## src/rtl/arc4_pkg.sv

```systemverilog
// Shared types for the ARC4 keyed decryptor.
// State encoding, byte type and S-box depth.
package arc4_pkg;

    localparam int SBOX_DEPTH = 256;

    typedef logic [7:0] byte_t;

    typedef enum logic [2:0] {
        ST_IDLE,
        ST_INIT,
        ST_KSA,
        ST_LEN,
        ST_PRGA,
        ST_DONE
    } state_t;

endpackage

```

## src/rtl/arc4_keyn_if.sv

```systemverilog
// S-box RAM port bundle and the external ct/pt memory bus bundle.
// The memory bus bundle is what a system uses to wire the block up.
interface arc4_sbox_if;
    import arc4_pkg::*;

    byte_t addr;
    byte_t wdata;
    byte_t rdata;
    logic  we;

    modport master (output addr, output wdata, output we, input rdata);
    modport slave  (input addr, input wdata, input we, output rdata);
endinterface


```

## src/rtl/arc4_sbox_ram.sv

```systemverilog
// 256x8 single-port S-box RAM, registered read, write-first.
module arc4_sbox_ram
    import arc4_pkg::*;
(
    input logic        clk,
    arc4_sbox_if.slave sb
);

    byte_t mem [SBOX_DEPTH];
    byte_t rdata_q;

    always_ff @(posedge clk) begin
        if (sb.we) begin
            mem[sb.addr] <= sb.wdata;
            rdata_q      <= sb.wdata;
        end else begin
            rdata_q <= mem[sb.addr];
        end
    end

    assign sb.rdata = rdata_q;

endmodule

```

## src/rtl/arc4_keyn.sv

```systemverilog
// ARC4 decryptor: S-box init, key schedule, then keystream XOR of a
// length-prefixed ciphertext into plaintext memory.
module arc4_keyn
    import arc4_pkg::*;
#(
    parameter int KEY_BYTES = 3,
    parameter int MAX_LEN   = 255
) (
    input  logic                   clk,
    input  logic                   rst_n,
    input  logic                   en,
    output logic                   rdy,
    input  logic [8*KEY_BYTES-1:0] key,
    output logic [7:0]             ct_addr,
    input  logic [7:0]             ct_rddata,
    output logic [7:0]             pt_addr,
    input  logic [7:0]             pt_rddata,
    output logic [7:0]             pt_wrdata,
    output logic                   pt_wren,
    output logic                   err
);

    localparam int    KW    = 8*KEY_BYTES;
    localparam byte_t MAX_B = byte_t'(MAX_LEN);

    state_t        state_q, state_d;
    logic [2:0]    step_q, step_d;
    byte_t         i_q, i_d, j_q, j_d, k_q, k_d, len_q, len_d;
    byte_t         si_q, si_d, sj_q, sj_d, ctb_q, ctb_d;
    logic [KW-1:0] key_q, key_d;
    logic          err_q, err_d;
    byte_t         ct_addr_q, ct_addr_d, pt_addr_q, pt_addr_d;
    byte_t         pt_data_q, pt_data_d;
    logic          pt_wren_q, pt_wren_d;
    byte_t         j_n, len_n;
    logic          unused_rd;

    arc4_sbox_if sb ();

    arc4_sbox_ram u_sbox (
        .clk (clk),
        .sb  (sb)
    );

    assign unused_rd = ^pt_rddata;

    always_ff @(posedge clk or negedge rst_n) begin
        if (!rst_n) begin
            state_q   <= ST_IDLE;
            step_q    <= '0;
            i_q       <= '0;
            j_q       <= '0;
            k_q       <= '0;
            len_q     <= '0;
            si_q      <= '0;
            sj_q      <= '0;
            ctb_q     <= '0;
            key_q     <= '0;
            err_q     <= 1'b0;
            ct_addr_q <= '0;
            pt_addr_q <= '0;
            pt_data_q <= '0;
            pt_wren_q <= 1'b0;
        end else begin
            state_q   <= state_d;
            step_q    <= step_d;
            i_q       <= i_d;
            j_q       <= j_d;
            k_q       <= k_d;
            len_q     <= len_d;
            si_q      <= si_d;
            sj_q      <= sj_d;
            ctb_q     <= ctb_d;
            key_q     <= key_d;
            err_q     <= err_d;
            ct_addr_q <= ct_addr_d;
            pt_addr_q <= pt_addr_d;
            pt_data_q <= pt_data_d;
            pt_wren_q <= pt_wren_d;
        end
    end

    always_comb begin
        state_d   = state_q;
        step_d    = step_q;
        i_d       = i_q;
        j_d       = j_q;
        k_d       = k_q;
        len_d     = len_q;
        si_d      = si_q;
        sj_d      = sj_q;
        ctb_d     = ctb_q;
        key_d     = key_q;
        err_d     = err_q;
        ct_addr_d = ct_addr_q;
        pt_addr_d = pt_addr_q;
        pt_data_d = pt_data_q;
        pt_wren_d = 1'b0;
        j_n       = j_q;
        len_n     = ct_rddata;
        sb.addr   = i_q;
        sb.wdata  = i_q;
        sb.we     = 1'b0;

        unique case (state_q)
            ST_IDLE: begin
                if (en) begin
                    state_d   = ST_INIT;
                    step_d    = '0;
                    key_d     = key;
                    err_d     = 1'b0;
                    i_d       = '0;
                    j_d       = '0;
                    ct_addr_d = '0;
                end
            end
            ST_INIT: begin
                sb.we = 1'b1;
                i_d   = i_q + 8'd1;
                if (i_q == 8'hFF) state_d = ST_KSA;
            end
            ST_KSA: begin
                case (step_q)
                    3'd0: step_d = 3'd1;
                    3'd1: begin
                        j_n     = j_q + sb.rdata + key_q[KW-1 -: 8];
                        j_d     = j_n;
                        si_d    = sb.rdata;
                        sb.addr = j_n;
                        step_d  = 3'd2;
                    end
                    3'd2: begin
                        sj_d     = sb.rdata;
                        sb.addr  = j_q;
                        sb.wdata = si_q;
                        sb.we    = 1'b1;
                        step_d   = 3'd3;
                    end
                    default: begin
                        sb.wdata = sj_q;
                        sb.we    = 1'b1;
                        // rotate so the next key byte sits in the MSBs
                        key_d    = (key_q << 8) | (key_q >> (KW-8));
                        i_d      = i_q + 8'd1;
                        step_d   = 3'd0;
                        if (i_q == 8'hFF) begin
                            state_d = ST_LEN;
                            j_d     = '0;
                        end
                    end
                endcase
            end
            ST_LEN: begin
                if (32'(ct_rddata) > MAX_LEN) begin
                    len_n = MAX_B;
                    err_d = 1'b1;
                end
                len_d     = len_n;
                pt_addr_d = '0;
                pt_data_d = len_n;
                pt_wren_d = 1'b1;
                k_d       = 8'd1;
                i_d       = '0;
                j_d       = '0;
                step_d    = '0;
                state_d   = (len_n == 8'd0) ? ST_DONE : ST_PRGA;
            end
            ST_PRGA: begin
                case (step_q)
                    3'd0: begin
                        i_d       = i_q + 8'd1;
                        sb.addr   = i_q + 8'd1;
                        ct_addr_d = k_q;
                        step_d    = 3'd1;
                    end
                    3'd1: begin
                        j_n     = j_q + sb.rdata;
                        j_d     = j_n;
                        si_d    = sb.rdata;
                        sb.addr = j_n;
                        step_d  = 3'd2;
                    end
                    3'd2: begin
                        sj_d     = sb.rdata;
                        ctb_d    = ct_rddata;
                        sb.addr  = j_q;
                        sb.wdata = si_q;
                        sb.we    = 1'b1;
                        step_d   = 3'd3;
                    end
                    3'd3: begin
                        sb.wdata = sj_q;
                        sb.we    = 1'b1;
                        step_d   = 3'd4;
                    end
                    3'd4: begin
                        sb.addr = si_q + sj_q;
                        step_d  = 3'd5;
                    end
                    default: begin
                        pt_addr_d = k_q;
                        pt_data_d = sb.rdata ^ ctb_q;
                        pt_wren_d = 1'b1;
                        step_d    = 3'd0;
                        if (k_q == len_q) state_d = ST_DONE;
                        else k_d = k_q + 8'd1;
                    end
                endcase
            end
            ST_DONE: state_d = ST_IDLE;
            default: state_d = ST_IDLE;
        endcase
    end

    assign rdy       = (state_q == ST_IDLE);
    assign err       = err_q;
    assign ct_addr   = ct_addr_q;
    assign pt_addr   = pt_addr_q;
    assign pt_wrdata = pt_data_q;
    assign pt_wren   = pt_wren_q;

endmodule

```

## config.mk

```make
export PLATFORM = sky130hd
export DESIGN_NAME = arc4_keyn
export DESIGN_NICKNAME = d
export VERILOG_FILES = /design/src/rtl/arc4_pkg.sv /design/src/rtl/arc4_keyn_if.sv /design/src/rtl/arc4_sbox_ram.sv /design/src/rtl/arc4_keyn.sv
export SDC_FILE = /design/constraint.sdc
export NUM_CORES = 2
export LEC_CHECK = 0
export BUFFER_PORTS_ARGS = -buffer_cell sky130_fd_sc_hd__buf_4
export CORE_AREA = 5 5 425 427
export DETAILED_ROUTE_END_ITERATION = 12
export DIE_AREA = 0 0 430 432
export GPL_TIMING_DRIVEN = 0
export PLACE_DENSITY = 0.65
export RECOVER_POWER = 25
export SLEW_MARGIN = 20
export SYNTH_ARGS = -nofsm -noshare
export SYNTH_HDL_FRONTEND = slang
export SYNTH_SLANG_ARGS = --single-unit
```

## constraint.sdc

```tcl
create_clock -name clk -period 16.3 [get_ports clk]
set_input_delay 2.445 -clock clk [delete_from_list [all_inputs] [get_ports clk]]
set_output_delay 2.445 -clock clk [all_outputs]
set_load 0.02 [all_outputs]
```

==> flow_metrics.tcl <==
set metrics [dict create \
    status "finished with violations" \
    violations "max-capacitance violations, max-slew violations" \
    antenna_found_initial 8 \
    grt_pass1_wl_um 378000 \
    synthFlopType "edfxtp_1" \
    synth-edff-count 2048 \
    synth.distinct_cells 71 \
    slowest_stage "clkbuf_1" \
    setup-tns-final_ns 0 \
    final_antenna_net_count 0 \
    tightestPinTransition_ns 4.01 \
    postCtsSetupBuffers 0 \
    first_pass_iters 5 \
    grt_pass1_vias 47900 \
    worstSetupStartpointType "register" \
    cts_root_buffer "clkbuf_16" \
    rows 154 \
    placed_area_um2 96100 \
    end_kind "register" \
    grt_max_degree 74 \
    rsz0062_at_grt "false" \
    clk_pin_slew_ns 0.06 \
    synth_fp_nets 4297 \
    grt_usage_pct 29.3 \
    wl_met2_um 122000 \
    power_mw 11.0 \
    tritoncts "built" \
    path_common_cell "clkbuf_1" \
    yosysTopAreaCellShare_pct 70.3 \
    drtIter0Drc 7166 \
    drt-met1-wl_um 101000 \
    clk_latency_ns 0.89 \
    synth_area_leaders "edfxtp_1, mux4_2, dfrtp_1, nor4_1, nor4_2" \
    layoutNonFillerInstCount 7354 \
    finalCritPeriodShare_pct 77.9 \
    coreArea_um2 176000 \
    setup-violations-final 0 \
    via_per_inst 6.64 \
    grt_overflow_total 0 \
    fmax_mhz 78.8 \
    start_util_pct 49.8 \
    highest_layer "met5" \
    synthesis.area_um2 87500 \
    io_pins 70 \
    cp.arrival_ns 13.29 \
    worstSetupPathType "reg -> reg" \
    drv_slew 284 \
    finalCriticalPeriod_ns 12.69 \
    clkSinkCount 2167 \
    p_per_area_nw_per_um2 108 \
    yosys_warnings 0 \
    drc 0 \
    finalWirelength_um 273000 \
    cts.htree.levels 4 \
    async_flop_share_pct 5.12 \
    fin_skew_ns 0.0640 \
    holdWs_ns 0.480 \
    wl_met3_um 31900 \
    p_leak_nw 29.2 \
    ys_seq_elements 2167 \
    critPathRequiredTime_ns 16.90 \
    yosysSeqAreaShare_pct 73.7 \
    dpl.hpwl_um 198000 \
    wl_per_cell_um 37.1 \
    maxSlewHeadroom_pct -167 \
    cts_hold_buffers 0 \
    finalHoldViolCount 0 \
    maxCapViolations 11 \
    synth_largest_area_cell "edfxtp_1" \
    syn_to_final_growth_pct 16.9 \
    slowest_delay_ns 0.94 \
    syn_avg_cell_area_um2 20.7 \
    cts_buffers 214 \
    final_area_um2 102000 \
    drive_above_1_share_pct 34.7 \
    gp_congestion 1.04 \
    cts.path.max_buffers 3 \
    place_inst 6948 \
    syn-instance-count 4228 \
    final_nets 4894 \
    vdd_ir_drop_max_mv 0.106 \
    cts_resized 0 \
    crit_fanout 10 \
    die_y_um 432 \
    num_vias 48800 \
    die_x_um 430 \
    dieArea_um2 186000 \
    hold_path_class "reg -> reg" \
    numPortBuffers 60 \
]
[power breakdown]
part	switching (mW)	internal (mW)
Sequential	0.000642	6.00
Clock	2.15	2.82
Combinational	0.0105	0.00750
Total	2.16	8.83
[worst paths after layout]
path	start	cells past startpoint	endpoint	slack (ns)
min	key_q[5]	2	key_q[5]	0.48
max	register	28	u_sbox.mem[205][6]	3.61
min reg2reg	key_q[5]	2	key_q[5]	0.48
max in group asynchronous	rst_n	2	ct_addr[3]	9.31
min in group asynchronous	rst_n	1	key_q[8]	2.22
max reg2reg	register	28	u_sbox.mem[205][6]	3.61
[Yosys cell counts (8+ instances only)]
cell type and number:
a21o_1 8, a21oi_1 72, a22oi_1 62, and2_1 10, and3_1 8, buf_1 29
buf_2 56, buf_4 15, buf_6 20, clkbuf_1 173, dfrtp_1 111, dfxtp_1 8
edfxtp_1 2048, ha_1 23, inv_1 37, mux2_2 16, mux2i_1 52, mux4_2 628
nand2_1 178, nand2b_1 10, nand3_1 39, nor2_1 59, nor2b_1 18, nor3_1 11
nor4_1 194, nor4_2 73, o21a_1 8, o21ai_0 101, o21ai_1 12, o221ai_1 8
o22ai_1 13, xnor2_1 22, xor2_1 17
[area by class of cell]
type,instances,area [um2]
inverters,38,143
clock buffers,260,5570
clock inverters,143,1470
plain buffers,297,1540
repair buffers,381,2950
fillers,12800,73500
flip-flops and latches,2167,64400
well taps,2340,2930
diodes,2,5.00
multi-input cells,1726,23200
[cells by family (layout without fill, tap and decap cells)]
kind of cell	after synthesis	in the layout	synth area share, %
AO/OA/AOI/OAI	342	342	2.48
XOR/XNOR	40	40	0.416
adder cells (fa/ha/maj)	26	26	0.398
buffers and inverters	335	1119	1.82
flip-flops	2167	2167	73.7
multiplexers	696	696	17.0
other	1	3	0.00429
AND/OR/NAND/NOR	621	621	4.23
[critical path: cells and delay by family (launching register included)]
family / cells / cell delay (ns)
mux: 3 / 1.68
compound gates: 8 / 2.46
simple gates: 2 / 0.85
xor+xnor: 2 / 0.36
fa+ha+maj: 2 / 0.85
buf+inv: 11 / 5.86
flops: 1 / 0.31
[sequential cells by signal, indices dropped and copies added (netlist names), 8 cells and up, named ones only]
register,cells
ct_addr,8
ctb_q,8
i_q,8
j_q,8
k_q,8
key_q,24
len_q,8
pt_addr,8
pt_wrdata,8
si_q,8
sj_q,8
u_sbox.mem,2048
[per-stage QoR]
stage,util (%),setup slack [ns]
final,58.2,3.61
after global routing,58.2,3.70
after CTS,58.7,4.13
after detailed placement,54.7,4.17
after global placement,51.7,-9.30
after floorplan,-,2.76
[per-layer routing]
layer / vias to the layer above / GRT usage (%)
li1: 19100 / -
met3: 683 / 9.02
met5: - / 0
met4: 4 / 15.5
met2: 3248 / 43.5
met1: 25800 / 39.5
[cells in the final DEF, fill, tap and decap left out, types with 22 or more instances in the layout]
cell type / synthesis / layout
clkbuf_2: 0 / 58
buf_16: 0 / 30
buf_4: 15 / 139
buf_6: 20 / 26
clkinv_2: 0 / 46
mux2i_1: 52 / 52
clkbuf_1: 173 / 203
ha_1: 23 / 23
clkinv_1: 0 / 43
bufinv_16: 0 / 24
nor4_4: 0 / 64
nor4_2: 73 / 197
nor2_1: 59 / 59
clkbuf_16: 0 / 215
buf_2: 56 / 245
mux4_2: 628 / 628
nand3_1: 39 / 39
inv_1: 37 / 37
a22oi_1: 62 / 62
a21oi_1: 72 / 72
nand2_1: 178 / 178
dfrtp_1: 111 / 111
o21ai_0: 101 / 101
xnor2_1: 22 / 22
edfxtp_1: 2048 / 2048
No activity file was read; power rests on OpenSTA's default activity.
